`config.mk`:
```
export PLATFORM = sky130hd
export DESIGN_NAME = qs_bank_sched
export DESIGN_NICKNAME = d
export VERILOG_FILES = /design/src/rtl/qs_bank_sched.sv
export SDC_FILE = /design/constraint.sdc
export NUM_CORES = 1
export LEC_CHECK = 0
export ABC_AREA = 1
export CAP_MARGIN = 20
export CORE_UTILIZATION = 45
export CTS_BUF_LIST = sky130_fd_sc_hd__clkbuf_4 sky130_fd_sc_hd__clkbuf_8
export DETAILED_ROUTE_END_ITERATION = 12
export PLACE_DENSITY = 0.76
export REMOVE_ABC_BUFFERS = 1
export SLEW_MARGIN = 25
export SYNTH_ARGS = -nofsm -noshare
export SYNTH_HDL_FRONTEND = slang
export SYNTH_SLANG_ARGS = --single-unit
```
`constraint.sdc`:
```
create_clock -name clk -period 2.1 [get_ports clk]
set_clock_uncertainty 0.2 [all_clocks]
set_input_delay 0.42 -clock clk [delete_from_list [all_inputs] [get_ports clk]]
set_output_delay 0.42 -clock clk [all_outputs]
set_load 0.01 [all_outputs]
```
`src/rtl/qs_bank_sched.sv`:
```
// qs_bank_sched: hands a ring of BANKS_N sort banks to three stages
// (enq -> srt -> deq).  Each bank walks FREE->ENQ->SRT_PEND->SRT->DEQ_PEND->DEQ->FREE.
// Every stage walks the ring with its own pointer, so banks are sorted and drained
// in the order they were filled.
// Optional build macro: QS_BANK_SCHED_ERR_EN turns on the sticky err_r flag.
// err_r is raised by a done pulse that arrives while that stage holds no grant.
module qs_bank_sched #(
   parameter int BANKS_N = 2,
   localparam int IDX_W = $clog2(BANKS_N)
) (
   input  logic             clk,
   input  logic             rst,
   input  logic             enq_req,
   input  logic             enq_done,
   output logic             enq_gnt_vld_r,
   output logic [IDX_W-1:0] enq_gnt_idx_r,
   input  logic             srt_req,
   input  logic             srt_done,
   output logic             srt_gnt_vld_r,
   output logic [IDX_W-1:0] srt_gnt_idx_r,
   input  logic             deq_req,
   input  logic             deq_done,
   output logic             deq_gnt_vld_r,
   output logic [IDX_W-1:0] deq_gnt_idx_r,
   output logic [IDX_W:0]   free_cnt_r,
   output logic             err_r
);

   typedef enum logic [2:0] {
      BANK_FREE     = 3'd0,
      BANK_ENQ      = 3'd1,
      BANK_SRT_PEND = 3'd2,
      BANK_SRT      = 3'd3,
      BANK_DEQ_PEND = 3'd4,
      BANK_DEQ      = 3'd5
   } bank_state_t;

   localparam logic [IDX_W-1:0] LAST_IDX = IDX_W'(BANKS_N - 1);
   localparam logic [IDX_W:0]   FREE_ALL = (IDX_W + 1)'(BANKS_N);

   // Ring pointer step: wraps from the last bank back to bank 0.
   function automatic logic [IDX_W-1:0] ptr_inc(input logic [IDX_W-1:0] ptr);
      logic [IDX_W-1:0] res;
      if (ptr == LAST_IDX) begin
         res = '0;
      end else begin
         res = ptr + IDX_W'(1);
      end
      return res;
   endfunction

   bank_state_t      bank_r     [BANKS_N];
   bank_state_t      bank_nxt_s [BANKS_N];
   logic [IDX_W-1:0] enq_ptr_r, srt_ptr_r, deq_ptr_r;
   logic [IDX_W-1:0] enq_ptr_nxt_s, srt_ptr_nxt_s, deq_ptr_nxt_s;
   logic             enq_vld_nxt_s, srt_vld_nxt_s, deq_vld_nxt_s;
   logic [IDX_W-1:0] enq_idx_nxt_s, srt_idx_nxt_s, deq_idx_nxt_s;
   logic [IDX_W:0]   free_nxt_s;
   logic             enq_gnt_s, srt_gnt_s, deq_gnt_s;
   logic             enq_rel_s, srt_rel_s, deq_rel_s;

   // Grant and release decode.  A grant needs an idle stage and a ready bank at its
   // pointer.  A release needs a done pulse while the stage holds a grant.
   assign enq_gnt_s = enq_req && !enq_gnt_vld_r && (bank_r[enq_ptr_r] == BANK_FREE);
   assign srt_gnt_s = srt_req && !srt_gnt_vld_r && (bank_r[srt_ptr_r] == BANK_SRT_PEND);
   assign deq_gnt_s = deq_req && !deq_gnt_vld_r && (bank_r[deq_ptr_r] == BANK_DEQ_PEND);
   assign enq_rel_s = enq_done && enq_gnt_vld_r;
   assign srt_rel_s = srt_done && srt_gnt_vld_r;
   assign deq_rel_s = deq_done && deq_gnt_vld_r;

   // Next-state logic.  The three stages always sit on different banks, so their
   // bank writes never collide and can be evaluated side by side.
   always_comb begin
      bank_nxt_s    = bank_r;
      enq_ptr_nxt_s = enq_ptr_r;
      srt_ptr_nxt_s = srt_ptr_r;
      deq_ptr_nxt_s = deq_ptr_r;
      enq_vld_nxt_s = enq_gnt_vld_r;
      srt_vld_nxt_s = srt_gnt_vld_r;
      deq_vld_nxt_s = deq_gnt_vld_r;
      enq_idx_nxt_s = enq_gnt_idx_r;
      srt_idx_nxt_s = srt_gnt_idx_r;
      deq_idx_nxt_s = deq_gnt_idx_r;
      free_nxt_s    = free_cnt_r;

      if (enq_gnt_s) begin
         bank_nxt_s[enq_ptr_r] = BANK_ENQ;
         enq_vld_nxt_s         = 1'b1;
         enq_idx_nxt_s         = enq_ptr_r;
      end else if (enq_rel_s) begin
         bank_nxt_s[enq_ptr_r] = BANK_SRT_PEND;
         enq_vld_nxt_s         = 1'b0;
         enq_ptr_nxt_s         = ptr_inc(enq_ptr_r);
      end else begin
         enq_vld_nxt_s         = enq_gnt_vld_r;
      end

      if (srt_gnt_s) begin
         bank_nxt_s[srt_ptr_r] = BANK_SRT;
         srt_vld_nxt_s         = 1'b1;
         srt_idx_nxt_s         = srt_ptr_r;
      end else if (srt_rel_s) begin
         bank_nxt_s[srt_ptr_r] = BANK_DEQ_PEND;
         srt_vld_nxt_s         = 1'b0;
         srt_ptr_nxt_s         = ptr_inc(srt_ptr_r);
      end else begin
         srt_vld_nxt_s         = srt_gnt_vld_r;
      end

      if (deq_gnt_s) begin
         bank_nxt_s[deq_ptr_r] = BANK_DEQ;
         deq_vld_nxt_s         = 1'b1;
         deq_idx_nxt_s         = deq_ptr_r;
      end else if (deq_rel_s) begin
         bank_nxt_s[deq_ptr_r] = BANK_FREE;
         deq_vld_nxt_s         = 1'b0;
         deq_ptr_nxt_s         = ptr_inc(deq_ptr_r);
      end else begin
         deq_vld_nxt_s         = deq_gnt_vld_r;
      end

      // Only an enq grant consumes a free bank and only a deq release returns one.
      // When both happen in the same cycle they cancel out.
      if (enq_gnt_s && !deq_rel_s) begin
         free_nxt_s = free_cnt_r - (IDX_W + 1)'(1);
      end else if (!enq_gnt_s && deq_rel_s) begin
         free_nxt_s = free_cnt_r + (IDX_W + 1)'(1);
      end else begin
         free_nxt_s = free_cnt_r;
      end
   end

   // State register.  Reset drops every ownership and returns all banks to FREE.
   always_ff @(posedge clk) begin
      if (!rst) begin
         for (int i = 0; i < BANKS_N; i++) begin
            bank_r[i] <= BANK_FREE;
         end
         enq_ptr_r     <= '0;
         srt_ptr_r     <= '0;
         deq_ptr_r     <= '0;
         enq_gnt_vld_r <= 1'b0;
         srt_gnt_vld_r <= 1'b0;
         deq_gnt_vld_r <= 1'b0;
         enq_gnt_idx_r <= '0;
         srt_gnt_idx_r <= '0;
         deq_gnt_idx_r <= '0;
         free_cnt_r    <= FREE_ALL;
      end else begin
         bank_r        <= bank_nxt_s;
         enq_ptr_r     <= enq_ptr_nxt_s;
         srt_ptr_r     <= srt_ptr_nxt_s;
         deq_ptr_r     <= deq_ptr_nxt_s;
         enq_gnt_vld_r <= enq_vld_nxt_s;
         srt_gnt_vld_r <= srt_vld_nxt_s;
         deq_gnt_vld_r <= deq_vld_nxt_s;
         enq_gnt_idx_r <= enq_idx_nxt_s;
         srt_gnt_idx_r <= srt_idx_nxt_s;
         deq_gnt_idx_r <= deq_idx_nxt_s;
         free_cnt_r    <= free_nxt_s;
      end
   end

`ifdef QS_BANK_SCHED_ERR_EN
   logic stray_s;

   // A done pulse from a stage that holds no grant is a protocol violation.
   // The decode above already ignores such a pulse.
   assign stray_s = (enq_done && !enq_gnt_vld_r) ||
                    (srt_done && !srt_gnt_vld_r) ||
                    (deq_done && !deq_gnt_vld_r);

   // Sticky error flag, cleared only by reset.
   always_ff @(posedge clk) begin
      if (!rst) begin
         err_r <= 1'b0;
      end else begin
         err_r <= err_r | stray_s;
      end
   end
`else
   assign err_r = 1'b0;
`endif

endmodule

```
Word-level counts from Yosys, hierarchy flattened
Cells that the tools add are included.

storage, ports and cells
  register bits after elaboration = 17
  latch bits = 0
  bits in writable memories = 0
  memory bits (read-only) = 0
  input bits = 8
  output and inout port bits = 9
  memories kept = 0

operators by class
  $add $sub $neg = 5
  $mul = 0
  divide/modulo/power cells = 0
  order comparisons = 6
  eq/ne operators = 2
  shifts and indexed selects = 0
  mux-type cells = 32
  bitwise operators = 23
  reductions and logical operators = 27

operator list
  cell                                                                           count
  3-bit 2-to-1 mux                                                               12
  6-bit 2-to-1 mux                                                               6
  1-bit logical AND                                                              14
  4-bit AND                                                                      3
  4-bit inverter                                                                 3
  3-bit demux with 1-bit select                                                  3
  1-bit 2-to-1 mux                                                               9
  4-bit bitwise OR                                                               2
  2-bit nonzero test                                                             4
  6-bit AND                                                                      1
  2-bit >= comparator (second input constant)                                    3
  2-bit by 1-bit less-than comparator with 1-bit output (second input constant)  3
  1-bit inverter with 2-bit output                                               3
  6-bit inverter                                                                 1
  2-bit bitwise OR                                                               3
  2-bit AND reduction                                                            3
  1-bit logical NOT                                                              5
  2-bit AND                                                                      2
  2-bit 2-to-1 mux                                                               2
  2-bit inverter                                                                 2
  1-bit adder (second input constant)                                            3
  3-bit by 2-bit equality test with 1-bit output (second input constant)         1
  3-bit equality test (second input constant)                                    1
  3-bit logical NOT                                                              1
  3 further kinds                                                                5

Longest topological paths before layout
Gate-level depths: netlist (run 1).

  depth in word-level cells = 15
  depth in mapped cells = 11

Worst setup path after synthesis (run 1)
No wires, ideal clock.

  path kind = register to register
  from = register enq_ptr_r
  to = register free_cnt_r[1]
  library setup time = 120 ps
  data arrival time = 979 ps
  required time = 1780 ps
  setup slack = 801 ps
  stages on the path, launching flop included = 12
  path buffers = 0
  cells stage by stage = dfxtp_1 > inv_2 > nor2_2 > nand2_1 > nand2_2 > nand2_2 > clkinv_2 > nand2_2 > nand2_1 > nand2_1 > nand2_1 > nand3_1

on the way
  word-level cells in the longest chain between the ends = 9
  elaborated cells between the ends (all ways) = 11

RTL lines
  element                                                     line  source
  start: declaration                                          54    logic [IDX_W-1:0] enq_ptr_r, srt_ptr_r, deq_ptr_r;
  start signal: assignment                                    151   enq_ptr_r <= enq_ptr_nxt_s;
  1-bit inverter with 2-bit output (not written as such) (*)  64    assign enq_gnt_s = enq_req && !enq_gnt_vld_r && (bank_r[enq_ptr_r] == BANK_FREE);
  3-bit 2-to-1 mux (not written as such) (*) (3 in a row)     64
  3-bit logical NOT (*)                                       64
  1-bit logical AND (*)                                       64
  1-bit logical NOT                                           126   end else if (!enq_gnt_s && deq_rel_s) begin
  1-bit logical AND                                           126
  2-bit nonzero test (no line)                                n/a
  end signal: assignment                                      160   free_cnt_r <= free_nxt_s;
  end: declaration                                            25    output logic [IDX_W:0] free_cnt_r,

Every way passes the cells marked *; elsewhere a longest branch is shown, timed or not. The select of a mux whose other input is x is not followed.
A chain may end at the register's enable or synchronous reset.

Worst setup path after layout (run 1)
  from = register free_cnt_r[0]
  to = output free_cnt_r[0]

No word-level cell between the ends.

==> impl_metrics.tcl, run 1 <==
set metrics [dict create \
    overflow 0 \
    fin_cells 159 \
    setup_viol 0 \
    drtAntennaViolNets 0 \
    syn_area_um2 807 \
    top_usage_layer "met2" \
    fin_tns_setup_ps 0 \
    drive_above_1_share_pct 11.1 \
    crit_slowest_cell "clkdlybuf4s50_1" \
    io-pin-count 17 \
    path_cells "clkdlybuf4s50_1" \
    drv_cap 0 \
    max_freq_ghz 0.529 \
    drv_slew 0 \
    whs_ps 268 \
    critPathKind "register to output port" \
    grt_use_met2_pct 29.7 \
    synth_top_cell_area_share_pct 42.2 \
    core_area_um2 1590 \
    p_leak_nw 0.425 \
    cts_buffers 3 \
    cts_tree "built" \
    period_needed_ps 1890 \
    grt_max_degree 10 \
    num_rows 14 \
    place_congestion 0.810 \
    fp.dieW_um 44.4 \
    use_met3_pct 6.12 \
    rsz0062_at_grt "false" \
    n_antenna_cell 0 \
    dr_total_vias 781 \
    wl_per_cell_um 10.2 \
    cp_data_required_time_ps 1480 \
    fin_crit_sh_pct 90.0 \
    use_met1_pct 24.2 \
    power.density_nw_per_um2 744 \
    dp.cells 155 \
    postCtsSetupRepairBufs 0 \
    die_y_um 44.4 \
    htree_levels 1 \
    port_buffers 15 \
    drt_first_pass_iters 4 \
    path_clk_slew_ps 100 \
    antenna_found_initial 0 \
    netlist_top_cells_area "dfxtp_1, nand2_1, a21oi_1, inv_1, nor2_1" \
    cts_resized 0 \
    routed_wl_um 1620 \
    ys_ff_latch 17 \
    outcome "finished clean" \
    cts_buffer_depth 2 \
    crit_family "buffers and inverters" \
    grt_pass1_wl_um 2780 \
    initial_core_util_pct 50.6 \
    clk_latency_ps 300 \
    path_buf_inv 1 \
    num-nets-final 144 \
    drc 0 \
    netlist_instances 117 \
    finalHoldViolCount 0 \
    clock-sinks 17 \
    cp.arrival_ps 1270 \
    cp-start-kind "register" \
    yosysTopAreaCell "dfxtp_1" \
    cts_root_buf "clkbuf_4" \
    fp.dieArea_um2 1970 \
    min_path_type "register to register" \
    hpwl_um 1250 \
    gr-usage-all-layers_pct 19.8 \
    synthToLayoutAreaGrowth_pct 25.1 \
    crit_path_max_incr_delay_ps 560 \
    path_max_fanout 5 \
    drt-vias-per-instance 4.91 \
    end_kind "output port" \
    synth_cell_type_count 22 \
    irDropWorstVdd_mv 0.469 \
    initialDrtViolationCount 25 \
    grt_pass1_vias 694 \
    synth.avg_cell_area_um2 6.90 \
    cts_hold_buf 0 \
    ys_warn_count 0 \
    ys_seq_area_share_pct 42.2 \
    fillers 148 \
    power_w 0.000751 \
]
-- cell type report --
type	count	area, um2	share of cell area [%]
inverter	16	61.3	6.07
tap	24	30.0	2.97
timing repair buffer	16	158	15.6
multi-input combinational	82	390	38.7
clock buffer	4	30.0	2.97
sequential	17	340	33.7
-- cells in the final DEF (no fill, tap or decap), drive strengths merged --
cell / netlist / final
clkdlybuf4s50: 0 / 15
conb: 1 / 1
nand2: 34 / 34
nand4: 1 / 1
a21oi: 15 / 15
clkinv: 2 / 2
nand3: 9 / 9
nor2: 14 / 14
o211ai: 1 / 1
nor3: 1 / 1
clkbuf: 0 / 4
o2111a: 1 / 1
buf: 2 / 1
inv: 14 / 14
dfxtp: 17 / 17
nand3b: 1 / 1
a211oi: 2 / 2
o21ai: 2 / 2
-- metrics by stage --
step	area, um2	worst slack, ps	utilization (%)
after CTS	1010	200	63.3
after global placement	980	289	61.5
after floorplan	792	801	-
after global routing	1010	134	63.3
after detailed placement	980	273	61.5
final	1010	210	63.3
-- power by group --
group | internal, W | switching (W)
registers | 0.000350 | 0.0000265
clock network | 0.0000870 | 0.000101
logic | 0.0000879 | 0.0000988
total | 0.000525 | 0.000226
-- synthesized netlist by cell type --
library cell and count:
o21ai_1 1, inv_1 13, nand2_1 30, inv_2 1, dfxtp_1 17, nand2_2 4
nor2_2 1, nor3_1 1, a21oi_1 13, a21oi_2 2, o211ai_1 1, buf_4 2
nand3_1 9, o21ai_2 1, nor2_1 13, nand4_1 1, conb_1 1, clkinv_1 1
nand3b_1 1, clkinv_2 1, a211oi_1 2, o2111a_1 1
-- state kept, by name, indices dropped and copies added, names as in the netlist --
register,cells
deq_ptr_r,1
enq_gnt_idx_r,1
enq_ptr_r,1
enq_gnt_vld_r,1
srt_ptr_r,1
deq_gnt_idx_r,1
srt_gnt_vld_r,1
srt_gnt_idx_r,1
bank_r,6
free_cnt_r,2
deq_gnt_vld_r,1
-- logic make-up (layout without fill, tap and decap cells) --
family | Yosys count | count (layout) | share of synthesized area (%)
compound gates | 21 | 21 | 16.1
buf+inv | 18 | 36 | 9.46
other cells | 1 | 1 | 0.465
flops | 17 | 17 | 42.2
simple gates | 60 | 60 | 31.8
-- metal layers --
metal	vias up	share of wire, %
met1	336	48
met2	25	42
met4	0	3.0
met5	-	0
met3	7	6.3
li1	413	-
-- final timing paths --
path / start / endpoint / slack, ps / cells after the start
setup / recovery: free_cnt_r[0] / free_cnt_r[0] / 210 / 1
hold / removal: enq_gnt_idx_r / enq_gnt_idx_r / 270 / 2
setup reg to reg: enq_ptr_r / free_cnt_r[1] / 670 / 11
hold reg to reg: enq_gnt_idx_r / enq_gnt_idx_r / 270 / 2
Note: power is estimated with default switching activity, not from simulation.
==> run 2, diff against run 1 <==
--- a/config.mk
+++ b/config.mk
@@ -12,7 +12,8 @@
 export DETAILED_ROUTE_END_ITERATION = 12
 export PLACE_DENSITY = 0.76
 export REMOVE_ABC_BUFFERS = 1
-export SLEW_MARGIN = 25
+export SETUP_SLACK_MARGIN = 0.3
+export SLEW_MARGIN = 5
 export SYNTH_ARGS = -nofsm -noshare
 export SYNTH_HDL_FRONTEND = slang
 export SYNTH_SLANG_ARGS = --single-unit
==> run 2 against run 1 <==
Effect of this change: design area increased by 0.37%; maximum frequency rose by 21%; core utilization increased by 0.24 points; sequential share of layout area increased by 0.12 points; wire length increased by 1.2%; power is 0.87% lower; setup slack better by 320 ps; cell count unchanged; register-to-register slack barely moved; first-iteration DRC count stayed put; hold slack worse by 5.6 ps; critical path type unchanged; highest routed layer unchanged.
==> impl_metrics.tcl, run 2 (synthesized netlist as in run 1, its figures left out) <==
set metrics [dict create \
    cts_buffers 3 \
    period_needed_ps 1570 \
    dp.cells 155 \
    num_rows 14 \
    cts_resized 7 \
    routed_wl_um 1630 \
    crit_family "flip-flops" \
    path_buf_inv 1 \
    drt_first_pass_iters 4 \
    path_depth 1 \
    max_freq_ghz 0.639 \
    drtAntennaViolNets 0 \
    io-pin-count 17 \
    min_path_cells 1 \
    gr-usage-all-layers_pct 20.0 \
    fp.dieW_um 44.4 \
    fp.dieArea_um2 1970 \
    dr_total_vias 780 \
    rr_worst_depth 11 \
    num-nets-final 144 \
    p_leak_nw 0.495 \
    power.density_nw_per_um2 735 \
    layout_commonest_cell "nand2_1" \
    largest_register_ffs 6 \
    core_area_um2 1590 \
    top_register "bank_r" \
    path_max_fanout 4 \
    initial_core_util_pct 50.6 \
    finalHoldViolCount 0 \
    overflow 0 \
    hpwl_um 1250 \
    path_clk_slew_ps 100 \
    n_antenna_cell 0 \
    die_y_um 44.4 \
    setup_viol 0 \
    crit_path_max_incr_delay_ps 370 \
    clk_latency_ps 300 \
    cts_root_buf "clkbuf_4" \
    drc 0 \
    drt-vias-per-instance 4.91 \
    clock-sinks 17 \
    fillers 147 \
    grt_pass1_vias 697 \
    cp_data_required_time_ps 1480 \
    drv_cap 0 \
    place_congestion 0.810 \
    min_path_type "register to register" \
    path_cells "dlygate4sd2_1" \
    port_buffers 15 \
    postCtsSetupRepairBufs 0 \
    whs_ps 263 \
    multiInputGateArea_um2 390 \
    drv_slew 0 \
    irDropWorstVdd_mv 0.468 \
    critPathKind "register to output port" \
    fin_cells 159 \
    grt_max_degree 10 \
    end_kind "output port" \
    crit_slowest_cell "dfxtp_1" \
    drive_above_1_share_pct 12.6 \
    largestRegisters "bank_r (6), free_cnt_r (2)" \
    layout_common_cells "nand2_1, dfxtp_1, inv_1, nor2_1, a21oi_1" \
    fin_tns_setup_ps 0 \
    cts_buffer_depth 2 \
    cp-start-kind "register" \
    initialDrtViolationCount 25 \
    cts_hold_buf 0 \
    cp.arrival_ps 950 \
    area.sequential_um2 343 \
    grt_pass1_wl_um 2810 \
    fin_crit_sh_pct 74.6 \
    outcome "finished clean" \
    rsz0062_at_grt "false" \
    wl_per_cell_um 10.3 \
    cts_tree "built" \
    htree_levels 1 \
    antenna_found_initial 0 \
    synthToLayoutAreaGrowth_pct 25.6 \
]
-- run 2: worst paths after layout --
| kind | endpoint | slack (ps) | from |
|---|---|---|---|
| worst min register to register | free_cnt_r[0] | 260 | free_cnt_r[0] |
| worst max register to register | free_cnt_r[1] | 670 | enq_ptr_r |
| worst min-delay path | free_cnt_r[0] | 260 | free_cnt_r[0] |
| worst max-delay path | deq_gnt_vld_r | 530 | deq_gnt_vld_r |
-- run 2: area by class of cell --
cell class                 count  share of cell area [%]
multi-input combinational     82                    38.5
sequential                    17                    33.8
timing repair buffer          16                    15.7
inverter                      16                    6.05
clock buffer                   4                    2.96
tap                           24                    2.96
-- run 2: metrics by stage --
stage / setup slack (ps) / total power (W) / cell area (um2) / utilization (%)
3_3_place_gp: 289 / 0.000566 / 980 / 61.5
3_5_place_dp: 273 / 0.000570 / 980 / 61.5
4_1_cts: 259 / 0.000753 / 1010 / 63.1
6_report: 534 / 0.000745 / 1010 / 63.6
2_1_floorplan: 801 / 0.000500 / 792 / -
5_1_grt: 457 / 0.000791 / 1010 / 63.6
-- run 2: power breakdown --
group,switching (W),internal [W],leakage [nW]
clock,0.000101,0.0000870,0.0184
sequential,0.0000258,0.000352,0.139
combinational,0.0000994,0.0000795,0.337
total,0.000226,0.000519,0.495
-- run 2: routing by layer --
layer  track usage (%)  vias to the layer above  wire, um  share of wire [%]
met1              24.5                      335       786                 48
met2              30.0                       25       695                 43
met3              6.12                        7       103                6.3
li1                  -                      413         -                  -
met5                 0                        -         0                  0
met4              13.3                        0        48                2.9
==> run 3, diff against run 2 <==
--- a/config.mk
+++ b/config.mk
@@ -10,7 +10,7 @@
 export CORE_UTILIZATION = 45
 export CTS_BUF_LIST = sky130_fd_sc_hd__clkbuf_4 sky130_fd_sc_hd__clkbuf_8
 export DETAILED_ROUTE_END_ITERATION = 12
-export PLACE_DENSITY = 0.76
+export PLACE_DENSITY = 0.79
 export REMOVE_ABC_BUFFERS = 1
 export SETUP_SLACK_MARGIN = 0.3
 export SLEW_MARGIN = 5
==> constraint.sdc (replaced) <==
create_clock -name clk -period 1.4 [get_ports clk]
set_clock_uncertainty 0.2 [all_clocks]
set_input_delay 0.28 -clock clk [delete_from_list [all_inputs] [get_ports clk]]
set_output_delay 0.28 -clock clk [all_outputs]
set_load 0.01 [all_outputs]
==> run 3 against run 2 <==
Effect of this change: the run now ends with negative setup slack left; clock power grew 54%; critical endpoint is now bank_r[3]; critical path type is now register to register; design area grew 41%; power grew 81%; hold slack lost 160 ps; largest cell class unchanged; global-route usage grew 7.5 points; core utilization grew 26 points.
==> impl_metrics.tcl, run 3 (synthesized netlist as in run 1, its figures left out) <==
set metrics [dict create \
    rsz0062_at_grt "true" \
    crit_path_max_incr_delay_ps 390 \
    cp-start-kind "register" \
    period_needed_ps 1480 \
    overflow 0 \
    crit_family "simple AND/OR/NAND/NOR gates" \
    cts_buffer_depth 2 \
    die_y_um 44.4 \
    io-pin-count 17 \
    path_clk_slew_ps 120 \
    crit_slowest_cell "dfxtp_4" \
    largestRegisters "bank_r (6), free_cnt_r (2)" \
    hpwl_um 1520 \
    core_area_um2 1590 \
    drtAntennaViolNets 0 \
    cts_tree "built" \
    fillers 69 \
    initialDrtViolationCount 25 \
    dr_total_vias 1009 \
    synthToLayoutAreaGrowth_pct 77.1 \
    violations "negative setup slack" \
    grt_max_degree 12 \
    fin_tns_setup_ps -140 \
    critPathKind "register to register" \
    largest_register_ffs 6 \
    outcome "complete, but fails checks" \
    power_w 0.00135 \
    htree_levels 1 \
    cts_root_buf "clkbuf_4" \
    layout_commonest_cell "buf_4" \
    fin_crit_sh_pct 106 \
    drv_slew 0 \
    n_antenna_cell 0 \
    rr_worst_depth 9 \
    antenna_found_initial 0 \
    finalCoreUtilization_pct 89.6 \
    drv_cap 0 \
    gr-usage-all-layers_pct 27.4 \
    num_rows 14 \
    routed_wl_um 3000 \
    drt-vias-per-instance 5.51 \
    cp_data_required_time_ps 1430 \
    power.density_nw_per_um2 943 \
    cts_buffers 3 \
    grt_pass1_vias 918 \
    multiInputGateArea_um2 564 \
    num-nets-final 168 \
    drc 0 \
    finalHoldViolCount 0 \
    path_max_fanout 4 \
    fp.dieArea_um2 1970 \
    wl_per_cell_um 16.4 \
    clk_latency_ps 310 \
    port_buffers 15 \
    cp.arrival_ps 1520 \
    end_kind "register" \
    fin_ws_ps -82.5 \
    setup_viol 4 \
    whs_ps 105 \
    top_register "bank_r" \
    area.sequential_um2 374 \
    grt_pass1_wl_um 3840 \
    path_buf_inv 2 \
    fp.dieW_um 44.4 \
    max_freq_ghz 0.675 \
    drt_first_pass_iters 4 \
    place_congestion 0.812 \
    layout_common_cells "buf_4, nand2_1, dfxtp_2, buf_6, nand2_2" \
    irDropWorstVdd_mv 0.827 \
    clock-sinks 17 \
    worst_path_most_repeated_cell "nand2_2" \
    path_cells "inv_4 > nand3_1 > nand2_2 > nand2_2 > inv_2 > nand2_2 > nand3_1 > nand2_1 > a21oi_2" \
    p_leak_nw 0.637 \
    drive_above_1_share_pct 64.2 \
    initial_core_util_pct 50.6 \
    min_path_cells 3 \
    min_path_type "input pin to register" \
    path_depth 9 \
]
==> run 3: changes by cell type in the layout (fill, tap and decap cells not counted), moves of 8 or more <==
cell     before  now
nand2_1      30   18
dfxtp_2       2   12
dfxtp_1      15    0
nor2_1       13    5
buf_6         0   11
buf_4         1   21
==> run 3: metrics by stage <==
stage                     instance area, um2  setup WS [ps]  instances
after CTS                               1280           60.6        180
final                                   1430          -82.5        183
after global placement                  1110           -243        173
after detailed placement                1110           -303        173
after global routing                    1430           -117        183
after floorplan                          792            101        115
==> run 3: power by group <==
part	internal (W)	switching, W	total [W]
Sequential	0.000529	0.0000456	0.000575
Clock	0.000109	0.000180	0.000289
Combinational	0.000229	0.000255	0.000484
Total	0.000867	0.000480	0.00135
==> run 3: routing by layer <==
layer / track usage, % / up-vias / wire [um]
li1: - / 459 / -
met1: 31.1 / 477 / 1140
met2: 49.4 / 53 / 1530
met3: 8.16 / 20 / 194
met4: 7.88 / 0 / 137
met5: 0 / - / 0
==> run 3: worst min-delay path: cells and delay by family <==
kind                   cells  cell delay (ps)
AO/OA/AOI/OAI              1               50
buffers and inverters      2              270
==> run 3: cell type report <==
type | instances | area share [%]
flip-flops and latches | 17 | 26.2
well taps | 24 | 2.10
clock inverters | 1 | 0.525
clock buffers | 3 | 1.58
inverters | 16 | 4.82
multi-input cells | 82 | 39.5
repair buffers | 40 | 25.3
==> run 3: path summary, 6_finish.rpt <==
kind	startpoint	to	slack (ps)
max	srt_ptr_r	bank_r[3]	-80
min	rst	bank_r[5]	110
max reg2reg	srt_ptr_r	bank_r[3]	-80
min reg2reg	enq_gnt_idx_r	enq_gnt_idx_r	270
==> run 3: timing repair <==
item / CTS / global route
hold buffers: 0 / 0
resized for setup: 86 / 35
endpoints found under the setup margin: 24 / 25
buffers inserted: 3 / 3
pin swaps: 4 / 6
